===== src/rtl/square_wave_pkg.sv =====
// Shared types and helpers for the multi-channel square/PWM generator.
package square_wave_pkg;

    localparam int unsigned DEFAULT_WIDTH = 8;
    localparam int unsigned MAX_WIDTH     = 16;

    // Fields are sized for the widest legal WIDTH; narrower builds zero-extend into them.
    typedef struct packed {
        logic                 en;
        logic [MAX_WIDTH-1:0] period;
        logic [MAX_WIDTH-1:0] high;
    } chan_cfg_t;

    function automatic int unsigned ch_sel_width(input int unsigned ch);
        return (ch > 1) ? $clog2(ch) : 1;
    endfunction

endpackage


===== src/rtl/square_wave_chan.sv =====
// One PWM channel: active/shadow config, period counter and registered wave/tick.
module square_wave_chan
    import square_wave_pkg::*;
#(
    parameter int unsigned WIDTH = DEFAULT_WIDTH
) (
    input  logic      i_clk,
    input  logic      i_rst_n,
    input  logic      i_wr,
    input  chan_cfg_t i_cfg,
    output logic      o_pend,
    output logic      o_wave,
    output logic      o_tick
);

    chan_cfg_t        r_act, r_shd;
    logic             r_pend;
    logic [WIDTH-1:0] r_cnt;
    logic             r_wave, r_tick;

    chan_cfg_t        w_act_d, w_shd_d;
    logic             w_pend_d;
    logic [WIDTH-1:0] w_cnt_d;
    logic             w_run, w_wrap, w_run_d, w_wave_d, w_tick_d;

    assign w_run  = r_act.en && (r_act.period != '0);
    assign w_wrap = w_run && (MAX_WIDTH'(r_cnt) == r_act.period - MAX_WIDTH'(1));

    always_comb begin
        w_act_d  = r_act;
        w_shd_d  = r_shd;
        w_pend_d = r_pend;
        w_cnt_d  = r_cnt;
        if (w_run) begin
            w_cnt_d = w_wrap ? '0 : r_cnt + WIDTH'(1);
        end
        if (w_wrap && r_pend) begin
            w_act_d  = r_shd;
            w_pend_d = 1'b0;
        end
        // A write only arrives with pend clear, so it never collides with the transfer above.
        if (i_wr) begin
            if (!w_run) begin
                w_act_d = i_cfg;
                w_cnt_d = '0;
            end else begin
                w_shd_d  = i_cfg;
                w_pend_d = 1'b1;
            end
        end
        w_run_d  = w_act_d.en && (w_act_d.period != '0);
        w_wave_d = w_run_d && (MAX_WIDTH'(w_cnt_d) < w_act_d.high);
        w_tick_d = w_run_d && (MAX_WIDTH'(w_cnt_d) == w_act_d.period - MAX_WIDTH'(1));
    end

    always_ff @(posedge i_clk) begin
        if (!i_rst_n) begin
            r_act  <= '0;
            r_shd  <= '0;
            r_pend <= 1'b0;
            r_cnt  <= '0;
            r_wave <= 1'b0;
            r_tick <= 1'b0;
        end else begin
            r_act  <= w_act_d;
            r_shd  <= w_shd_d;
            r_pend <= w_pend_d;
            r_cnt  <= w_cnt_d;
            r_wave <= w_wave_d;
            r_tick <= w_tick_d;
        end
    end

    assign o_pend = r_pend;
    assign o_wave = r_wave;
    assign o_tick = r_tick;

endmodule


===== src/rtl/square_wave_multi.sv =====
// Multi-channel programmable square/PWM generator with double-buffered per-channel config.
module square_wave_multi
    import square_wave_pkg::*;
#(
    parameter int unsigned CH    = 4,
    parameter int unsigned WIDTH = DEFAULT_WIDTH
) (
    input  logic                        i_clk,
    input  logic                        i_rst_n,
    input  logic                        i_cfg_valid,
    output logic                        o_cfg_ready,
    input  logic [ch_sel_width(CH)-1:0] i_cfg_ch,
    input  logic [WIDTH-1:0]            i_cfg_period,
    input  logic [WIDTH-1:0]            i_cfg_high,
    input  logic                        i_cfg_en,
    output logic [CH-1:0]               o_wave_out,
    output logic [CH-1:0]               o_tick
);

    localparam int unsigned CH_W = ch_sel_width(CH);

    chan_cfg_t     w_cfg;
    logic [CH-1:0] w_wr, w_pend;
    logic          w_ready;

    assign w_cfg.en     = i_cfg_en;
    assign w_cfg.period = MAX_WIDTH'(i_cfg_period);
    assign w_cfg.high   = MAX_WIDTH'(i_cfg_high);

    // Selects beyond CH match no channel, so they stay ready and are dropped.
    always_comb begin
        w_ready = 1'b1;
        for (int i = 0; i < int'(CH); i++) begin
            if (i_cfg_ch == CH_W'(i)) begin
                w_ready = !w_pend[i];
            end
        end
    end

    assign o_cfg_ready = w_ready;

    for (genvar g = 0; g < int'(CH); g++) begin : g_chan
        assign w_wr[g] = i_cfg_valid && w_ready && (i_cfg_ch == CH_W'(g));

        square_wave_chan #(
            .WIDTH (WIDTH)
        ) u_chan (
            .i_clk   (i_clk),
            .i_rst_n (i_rst_n),
            .i_wr    (w_wr[g]),
            .i_cfg   (w_cfg),
            .o_pend  (w_pend[g]),
            .o_wave  (o_wave_out[g]),
            .o_tick  (o_tick[g])
        );
    end

endmodule


===== config.mk =====
export PLATFORM = sky130hd
export DESIGN_NAME = square_wave_multi
export DESIGN_NICKNAME = d
export VERILOG_FILES = /design/src/rtl/square_wave_pkg.sv /design/src/rtl/square_wave_chan.sv /design/src/rtl/square_wave_multi.sv
export SDC_FILE = /design/constraint.sdc
export NUM_CORES = 1
export LEC_CHECK = 0
export ABC_CLOCK_PERIOD_IN_PS = 11510
export BUFFER_PORTS_ARGS = -buffer_cell sky130_fd_sc_hd__buf_4
export CORE_ASPECT_RATIO = 1.4
export CORE_MARGIN = 8
export CORE_UTILIZATION = 41
export CTS_BUF_LIST = sky130_fd_sc_hd__clkbuf_8 sky130_fd_sc_hd__clkbuf_16
export CTS_CLUSTER_SIZE = 28
export DETAILED_ROUTE_END_ITERATION = 10
export PLACE_DENSITY = 0.55
export SLEW_MARGIN = 10
export SYNTH_ARGS = -nofsm -noshare
export SYNTH_HDL_FRONTEND = slang
export SYNTH_SLANG_ARGS = --single-unit

===== constraint.sdc =====
create_clock -name i_clk -period 11.51 [get_ports i_clk]
set_input_delay 0.5755 -clock i_clk [delete_from_list [all_inputs] [get_ports i_clk]]
set_output_delay 0.5755 -clock i_clk [all_outputs]
set_load 0.005 [all_outputs]

== Word level (Yosys, flattened, before mapping) ==
Index checks and enable logic that the tools add are counted.
Cells by class
  $add $sub $neg: 12
  order comparisons: 4
  equality and inequality tests: 11
  muxes and demuxes: 44
  reduce and logical (&&, ||, !) cells: 46
Operator list (number)
  2-to-1 mux 33 bit: 12
  equality test 8 x 16 -> 1 bit: 8
  2-to-1 mux 8 bit: 16
  nonzero test 16 bit: 8
  subtractor 16 x 1 -> 16 bit, second input constant: 8
  less-than comparator 8 x 16 -> 1 bit: 4
  adder 8 x 1 -> 8 bit, second input constant: 4
  logical AND 1 bit: 29
  2-to-1 mux 1 bit: 16
  AND reduction 2 bit: 4
  equality test 2 bit, second input constant: 2
  zero test 1 bit: 4
  equality test 2 x 1 -> 1 bit, second input constant: 1
  zero test 2 bit: 1
Storage, ports and cells
  flip-flop bits (word level): 244
  input port bits: 22
  output and inout bits: 9
  word-level logic and storage cells: 157

== Depth between registers and ports, before layout ==
Gate-level depths: netlist of the first run.
  depth in word-level cells: 11
  mapped depth: 21
  depth with buffers taken out: 19

== By module ==
A second synthesis of the first run with hierarchy kept.
Unflattened totals
  cells, all modules: 2369
  area total of the unflattened synthesis: 18398.9 µm²
By module, submodules not included
  square_wave_chan (g_chan[0].u_chan ...): times used 2, cells each 597, area an instance 4657.0 µm², sequential area each 1541.5 µm²
  square_wave_chan (g_chan[3].u_chan): times used 1, cells each 619, area an instance 4575.6 µm², sequential area each 1541.5 µm²
  square_wave_chan (g_chan[2].u_chan): times used 1, cells each 548, area an instance 4444.3 µm², sequential area each 1541.5 µm²
  square_wave_multi: times used 1, cells each 8, area an instance 65.1 µm², sequential area each 0.0 µm²

== Least setup slack after synthesis of the first run ==
OpenSTA, ideal clock, no wires.
  path kind: register -> register
  from: register g_chan[1].u_chan.r_act[16] in the netlist's numbering
  to: register g_chan[1].u_chan.r_tick
  setup time: 0.123 ns
  arrival time: 4.044 ns
  required time: 11.387 ns
  setup slack: 7.343 ns
  stages on the path, launching flop included: 19
  buffers on the path: 1
  clock period less this slack: 4.167 ns
  path through: dfxtp_1 > inv_1 > ha_1 > or4b_1 > o41ai_1 > nand3_1 > nor3_1 > and4_1 > buf_4 > mux2_2 > ha_1 > o31ai_1 > a41oi_1 > o21ai_0 > nor4b_4 > or3b_1 > a2111o_1 > o211ai_1 > nor4_1
On the way
  cells in the longest elaborated chain, start to end: 10
  elaborated cells between the ends (all ways): 18
  classes of those cells: add/sub: 2; eq/ne: 2; mux: 7; reduce/logical: 7
RTL lines
  from (decl): RTL line square_wave_chan.sv:16  | chan_cfg_t r_act, r_shd;
  from (signal assigned): RTL line square_wave_chan.sv:65  | r_act <= w_act_d;
  subtractor 16 x 1 -> 16 bit or nonzero test 16 bit (tied branches): RTL line square_wave_chan.sv:27, square_wave_chan.sv:26
  equality test 8 x 16 -> 1 bit or logical AND 1 bit (tied branches): RTL line square_wave_chan.sv:27, square_wave_chan.sv:26
  logical AND 1 bit: RTL line square_wave_chan.sv:27  | assign w_wrap = w_run && (MAX_WIDTH'(r_cnt) == r_act.period - MAX_WIDTH'(1));
  logical AND 1 bit: RTL line square_wave_chan.sv:37  | if (w_wrap && r_pend) begin
  2-to-1 mux 33 bit: RTL line square_wave_chan.sv:37
  2-to-1 mux 33 bit: RTL line square_wave_chan.sv:43  | if (!w_run) begin
  2-to-1 mux 33 bit: RTL line square_wave_chan.sv:42  | if (i_wr) begin
  subtractor 16 x 1 -> 16 bit or nonzero test 16 bit (tied branches): RTL line square_wave_chan.sv:53, square_wave_chan.sv:51
  equality test 8 x 16 -> 1 bit or logical AND 1 bit (tied branches): RTL line square_wave_chan.sv:53, square_wave_chan.sv:51
  logical AND 1 bit *: RTL line square_wave_chan.sv:53  | w_tick_d = w_run_d && (MAX_WIDTH'(w_cnt_d) == w_act_d.period - MAX_WIDTH'(1));
  to (signal assigned): RTL line square_wave_chan.sv:70  | r_tick <= w_tick_d;
  to (decl): RTL line square_wave_chan.sv:19  | logic r_wave, r_tick;
Every way passes the cells marked *; elsewhere a longest branch is shown, timed or not.
A chain may end at the register's enable or synchronous reset.

== Worst setup path in the final report of the first run ==
Ends and elaborated chain as after synthesis.

==> impl_metrics.env, run 1 <==
export IMPL_worstPathRequired_ps=11950
export IMPL_setup_slack_ps=6390
export IMPL_wl_per_cell_um=19.1
export IMPL_seqPwrFrac_pct=43.3
export IMPL_antenna_found_initial=0
export IMPL_critPathLaunchType="flop"
export IMPL_finalSetupTns_ps=0
export IMPL_status="finished, final reports clean"
export IMPL_tightest_slew_ps=906
export IMPL_synth_simple_area_share_pct=28.7
export IMPL_first_global_vias=11662
export IMPL_via_per_inst=5.65
export IMPL_switching_power_mw=0.547
export IMPL_insertion_delay_ps=560
export IMPL_synth_top_family_by_area="simple AND/OR/NAND/NOR gates"
export IMPL_portBuffers=30
export IMPL_endpoint="g_chan[1].u_chan.o_tick$_SDFF_PN0_"
export IMPL_maxCapViolCount=0
export IMPL_tritoncts="yes"
export IMPL_fin_hold_ws_ps=351
export IMPL_die_area_um2=39500
export IMPL_avgSynthCellArea_um2=7.98
export IMPL_row_count=79
export IMPL_multi_input_area_um2=8130
export IMPL_fmax_ghz=0.195
export IMPL_switching_share_pct=27.2
export IMPL_layout_area_overhead_vs_synth_pct=9.10
export IMPL_hold_path_class="in2reg"
export IMPL_vias=12025
export IMPL_drc_errors=0
export IMPL_postCtsSetupRepairBufs=0
export IMPL_ys_types=97
export IMPL_muxShareOfSynthArea_pct=4.79
export IMPL_ys_ff_latch=244
export IMPL_synth_compound_area_share_pct=15.9
export IMPL_dpl_hpwl_um=29200
export IMPL_synth_ff_type="dfxtp_1"
export IMPL_gp_congestion=0.932
export IMPL_fin_nets=1729
export IMPL_report_final_slew_viol_count=0
export IMPL_nFillCells=3348
export IMPL_period_share_pct=44.5
export IMPL_drive_gt1_share_pct=8.02
export IMPL_synthXorXnorAreaFrac_pct=6.48
export IMPL_ir_worst_vdd_mv=0.0967
export IMPL_htree_levels=1
export IMPL_gr_usage_all_layers_pct=20.5
export IMPL_dr_first_iter_drc_count=712
export IMPL_synth_edf_count=0
export IMPL_p_leak_nw=6.04
export IMPL_setup_worst_path_start="g_chan[1].u_chan.r_act[16]$_SDFF_PN0_"
export IMPL_cts_num_sinks=244
export IMPL_grt_max_degree=75
export IMPL_power_density_nw_per_um2=135
export IMPL_path_class="reg2reg"
export IMPL_reg2reg_slack_ps=6390
export IMPL_seq_area_frac_synth_pct=35.8
export IMPL_final_setup_viol_count=0
export IMPL_rr_worst_depth=18
export IMPL_postCtsHoldBufs=0
export IMPL_antenna_left=0
export IMPL_cts_buffers=27
export IMPL_stdcell_area_um2=14900
export IMPL_netlist_instances=1710
export IMPL_totalWireLength_um=40600
export IMPL_critical_path_peak_fanout=17
export IMPL_clock_root_buffer="clkbuf_16"
export IMPL_r2r_start="g_chan[1].u_chan.r_act[16]$_SDFF_PN0_"
export IMPL_n_antenna_cell=0
export IMPL_regArea_um2=4880
export IMPL_post_dp_cell_area_um2=14000
export IMPL_hold_violations=0
export IMPL_io_pins=31
export IMPL_p_int_mw=1.46
export IMPL_first_pass_iters=5
export IMPL_cts_resized=0
export IMPL_arrival_ps=5560
export IMPL_die_h_um=232
export IMPL_period_minus_slack_ps=5120
export IMPL_r2r_end="g_chan[1].u_chan.o_tick$_SDFF_PN0_"
export IMPL_gr_total_overflow=0
export IMPL_syn_num_nets=1772
export IMPL_clkTransAtPathRegs_ps=60
export IMPL_skew_ps=13.9
export IMPL_p_total_mw=2.01
export IMPL_place_ws_ps=6420
export IMPL_critPathCaptureType="flop"
export IMPL_rsz0062_at_grt="false"
export IMPL_max_slew_margin_rel_pct=39.4
export IMPL_async_reset_ff_share_pct=0
export IMPL_yosysWarnings=0
export IMPL_pwr_share_clk_pct=43.6
export IMPL_clk_path_buf_depth=3
export IMPL_combPwrFrac_pct=13.2
export IMPL_die_w_um=170
export IMPL_fp_coreArea_um2=33000
export IMPL_syn_area_um2=13600
export IMPL_grt_pass1_wl_um=65100
export IMPL_synth_fa_ha_area_share_pct=3.67
export IMPL_start_util_pct=41.3
## cells by family (layout without fill, tap and decap cells)
| group | after synthesis | in the layout |
|---|---|---|
| adder cells (fa/ha/maj) | 40 | 40 |
| buffers and inverters | 143 | 117 |
| AND/OR/NAND/NOR | 781 | 781 |
| AO/OA/AOI/OAI | 338 | 338 |
| XOR/XNOR | 101 | 101 |
| flip-flops | 244 | 244 |
| multiplexers | 63 | 63 |
## cell usage after synthesis, drive strengths merged (8+ instances only)
cell type | instances | area [um^2]
nor4b | 8 | 106
nand2b | 17 | 106
buf | 33 | 209
o211ai | 10 | 75.1
nor4 | 24 | 193
a31oi | 9 | 56.3
o21ai | 38 | 194
xnor2 | 47 | 412
and2 | 52 | 328
mux2i | 54 | 541
nand2 | 218 | 818
a211oi | 12 | 100
nor3 | 78 | 400
mux2 | 8 | 90.1
a21o | 17 | 129
or3 | 14 | 92.6
ha | 40 | 500
dfxtp | 244 | 4880
nand3 | 46 | 235
and4 | 8 | 70.1
nand4 | 28 | 181
xor2 | 54 | 473
a21oi | 155 | 776
or2 | 16 | 100
nor2 | 193 | 724
clkbuf | 81 | 315
inv | 29 | 109
and3 | 45 | 282
## worst min path at each step
stage | startpoint | to | slack, ps | cells after the start
final | i_cfg_period[2] | g_chan[1].u_chan.r_shd[18]$_SDFFE_PN0P_ | 350 | 3
after global routing | i_cfg_high[0] | g_chan[2].u_chan.r_shd[0]$_SDFFE_PN0P_ | 340 | 3
after CTS | i_cfg_high[0] | g_chan[2].u_chan.r_shd[0]$_SDFFE_PN0P_ | 320 | 3
after detailed placement | g_chan[0].u_chan.r_act[8]$_SDFF_PN0_ | g_chan[0].u_chan.r_act[8]$_SDFF_PN0_ | 440 | 1
after global placement | g_chan[0].u_chan.r_act[8]$_SDFF_PN0_ | g_chan[0].u_chan.r_act[8]$_SDFF_PN0_ | 440 | 1
after floorplan | g_chan[0].u_chan.r_act[13]$_SDFF_PN0_ | g_chan[0].u_chan.r_act[13]$_SDFF_PN0_ | 430 | 1
## layout make-up
type | instances | area share, %
clock inverters | 14 | 0.950
well taps | 445 | 3.74
flip-flops and latches | 244 | 32.8
multi-input cells | 1323 | 54.6
repair buffers | 42 | 2.12
clock buffers | 32 | 5.00
inverters | 29 | 0.748
## registers in the layout, indices dropped and copies added (netlist names)
name                  flops
g_chan.u_chan.o_tick      4
g_chan.u_chan.r_shd      68
g_chan.u_chan.o_wave      4
g_chan.u_chan.o_pend      4
g_chan.u_chan.r_act     132
g_chan.u_chan.r_cnt      32
## routing by layer
metal / routed length [um] / vias to the layer above / track usage (%)
met1: 17400 / 5722 / 24.7
met2: 20400 / 265 / 36.9
met4: 1330 / 0 / 7.53
met3: 1520 / 74 / 2.01
li1: - / 5964 / -
met5: 0 / - / 0
## metrics by stage
stage | utilization, % | std cells
floorplan | - | 1710
detailed placement | 42.4 | 2083
finish | 45.1 | 2129
global route | 45.1 | 2129
global placement | 42.4 | 2083
CTS | 45.1 | 2129
## worst max-delay path: stages (launching register included)
cell      delay [ps]
dfxtp_1          360
inv_1             70
ha_1             230
or4b_1           520
o41ai_1          270
nand3_1          150
nor3_1           180
and4_1           720
mux2i_1          230
inv_1            120
ha_1             210
o31ai_1           90
a41oi_1          160
o21ai_0          210
nor4b_4          410
or3b_1           470
a2111o_1         440
o211ai_1          90
nor4_1            60
## cell usage in the layout (no fill, tap or decap), types with 8 or more instances in the layout
cell and count:
a211oi_1 10, a21o_1 16, a21oi_1 155, a31oi_1 9, and2_1 49, and3_1 45
and4_1 8, buf_4 42, clkbuf_16 27, dfxtp_1 244, ha_1 40, inv_1 31
mux2i_1 54, nand2_1 218, nand2b_1 17, nand3_1 45, nand4_1 27, nor2_1 191
nor3_1 76, nor4_1 20, o211ai_1 10, o21ai_0 35, or2_2 15, or3_1 13
xnor2_1 47, xor2_1 54
## power by group through the flow
stage | clock network [mW] | registers (mW) | logic (mW)
3_5_place_dp | 0 | 0.888 | 0.262
6_report | 0.875 | 0.869 | 0.264
2_1_floorplan | 0 | 0.880 | 0.204
3_3_place_gp | 0 | 0.887 | 0.260
5_1_grt | 0.928 | 0.870 | 0.291
4_1_cts | 0.895 | 0.869 | 0.263
Power figures use the tool's default switching activity.
==> run 2: changes to the inputs <==
ABC_CLOCK_PERIOD_IN_PS = 5260   (was 11510)
clock period = 5.26 ns   (was 11.51 ns; I/O delays follow)
==> impl_metrics.env, run 2 (synthesis gave the netlist of run 1 again) <==
export IMPL_regMostFlops="g_chan.u_chan.r_act"
export IMPL_layout_area_overhead_vs_synth_pct=10.3
export IMPL_row_count=79
export IMPL_maxCapViolCount=0
export IMPL_via_per_inst=5.64
export IMPL_path_common_cell="ha_1"
export IMPL_reg_largest_list="g_chan.u_chan.r_act: 132 flops, g_chan.u_chan.r_shd: 68 flops, g_chan.u_chan.r_cnt: 32 flops"
export IMPL_report_final_slew_viol_count=0
export IMPL_antenna_found_initial=0
export IMPL_drc_errors=0
export IMPL_tritoncts="yes"
export IMPL_die_h_um=232
export IMPL_reg2reg_slack_ps=480
export IMPL_whs_endpoint="g_chan[0].u_chan.r_shd[2]$_SDFFE_PN0P_"
export IMPL_nFillCells=3342
export IMPL_postCtsSetupRepairBufs=0
export IMPL_status="finished, final reports clean"
export IMPL_setup_slack_ps=484
export IMPL_multi_input_area_um2=8130
export IMPL_clk_path_buf_depth=3
export IMPL_die_w_um=170
export IMPL_finalSetupTns_ps=0
export IMPL_hold_path_startpoint="i_cfg_high[2]"
export IMPL_htree_levels=1
export IMPL_gp_congestion=0.911
export IMPL_path_class="reg2reg"
export IMPL_cts_buffers=27
export IMPL_slowest_stage="or4b_1"
export IMPL_cts_resized=0
export IMPL_insertion_delay_ps=550
export IMPL_clkTransAtPathRegs_ps=60
export IMPL_postCtsHoldBufs=0
export IMPL_place_ws_ps=472
export IMPL_layout_common_cells="dfxtp_1, nand2_1, nor2_1"
export IMPL_dr_first_iter_drc_count=783
export IMPL_power_density_nw_per_um2=301
export IMPL_grt_pass1_wl_um=64900
export IMPL_hold_path_depth=3
export IMPL_fmax_ghz=0.209
export IMPL_rr_worst_depth=17
export IMPL_wl_per_cell_um=18.9
export IMPL_dpl_hpwl_um=29300
export IMPL_grt_max_degree=64
export IMPL_first_global_vias=11467
export IMPL_fin_nets=1739
export IMPL_critPathLaunchType="flop"
export IMPL_r2r_start="g_chan[1].u_chan.r_act[16]$_SDFF_PN0_"
export IMPL_crit_family="simple AND/OR/NAND/NOR gates"
export IMPL_r2r_end="g_chan[1].u_chan.o_tick$_SDFF_PN0_"
export IMPL_fp_coreArea_um2=33000
export IMPL_worstPathRequired_ps=5690
export IMPL_final_cells=2142
export IMPL_clock_root_buffer="clkbuf_16"
export IMPL_vias=12083
export IMPL_start_util_pct=41.3
export IMPL_antenna_left=0
export IMPL_critPathCaptureType="flop"
export IMPL_die_area_um2=39500
export IMPL_path_cells="inv_1 -> ha_1 -> or4b_1 -> o41ai_1 -> nand3_1 -> nor3_1 -> and4_1 -> mux2_2 -> ha_1 -> o31ai_1 -> a41oi_1 -> o21ai_0 -> nor4b_4 -> or3b_1 -> a2111o_1 -> o211ai_1 -> nor4_1"
export IMPL_cts_num_sinks=244
export IMPL_hold_path_class="in2reg"
export IMPL_first_pass_iters=7
export IMPL_skew_ps=11.0
export IMPL_p_leak_nw=6.10
export IMPL_p_total_mw=4.52
export IMPL_hold_violations=0
export IMPL_tightest_slew_ps=878
export IMPL_ir_worst_vdd_mv=0.204
export IMPL_final_common_cell="dfxtp_1"
export IMPL_critical_path_buf_inv_count=1
export IMPL_slowest_delay_ps=530
export IMPL_critical_path_peak_fanout=10
export IMPL_max_slew_margin_rel_pct=41.0
export IMPL_fin_hold_ws_ps=39.8
export IMPL_gr_usage_all_layers_pct=20.4
export IMPL_dpl_cell_count=2093
export IMPL_totalWireLength_um=40600
export IMPL_portBuffers=30
export IMPL_regArea_um2=4880
export IMPL_gr_total_overflow=0
export IMPL_final_setup_viol_count=0
export IMPL_io_pins=31
export IMPL_drive_gt1_share_pct=8.84
export IMPL_largest_reg_flops=132
export IMPL_period_share_pct=90.8
export IMPL_period_minus_slack_ps=4780
export IMPL_rsz0062_at_grt="false"
export IMPL_arrival_ps=5200
export IMPL_n_antenna_cell=0
-- run 2: routing by layer --
layer / track usage, % / routed length [um] / vias to the layer above
li1: - / - / 5975
met1: 25.1 / 17700 / 5760
met2: 35.7 / 20000 / 270
met3: 2.14 / 1380 / 78
met4: 8.00 / 1420 / 0
met5: 0 / 0 / -
-- run 2: through the flow --
| stage | utilization (%) | cell area, um^2 |
|---|---|---|
| floorplan | - | 13600 |
| CTS | 45.6 | 15000 |
| global route | 45.6 | 15000 |
| finish | 45.6 | 15000 |
| global placement | 42.6 | 14100 |
| detailed placement | 42.6 | 14100 |
-- run 2: worst min-delay path: stages --
cell	delay [ps]
buf_4	160
nand2_1	60
a21oi_1	50
-- run 2: layout make-up --
type                            instances  area share [%]
Clock buffer                           34            5.13
Clock inverter                         15            1.31
Inverter                               29           0.740
Multi-Input combinational cell       1323            54.1
Sequential cell                       244            32.5
Tap cell                              445            3.70
Timing Repair Buffer                   52            2.60
-- run 2: where the power goes --
| part | switching (mW) | internal, mW | leakage, nW |
|---|---|---|---|
| logic | 0.353 | 0.225 | 3.67 |
| clock network | 0.808 | 1.24 | 0.462 |
| registers | 0.0302 | 1.87 | 1.97 |
| total | 1.19 | 3.33 | 6.10 |
-- run 2: worst max-delay path by stage --
stage	slack, ps	depth (start not counted)	endpoint	from
2_1_floorplan	1090	18	g_chan[1].u_chan.o_tick$_SDFF_PN0_	g_chan[1].u_chan.r_act[16]$_SDFF_PN0_
3_3_place_gp	590	17	g_chan[1].u_chan.o_tick$_SDFF_PN0_	g_chan[1].u_chan.r_act[16]$_SDFF_PN0_
3_5_place_dp	470	17	g_chan[1].u_chan.o_tick$_SDFF_PN0_	g_chan[1].u_chan.r_act[16]$_SDFF_PN0_
4_1_cts	460	17	g_chan[1].u_chan.o_tick$_SDFF_PN0_	g_chan[1].u_chan.r_act[16]$_SDFF_PN0_
5_1_grt	20	18	g_chan[1].u_chan.o_tick$_SDFF_PN0_	g_chan[1].u_chan.r_act[16]$_SDFF_PN0_
6_report	480	17	g_chan[1].u_chan.o_tick$_SDFF_PN0_	g_chan[1].u_chan.r_act[16]$_SDFF_PN0_
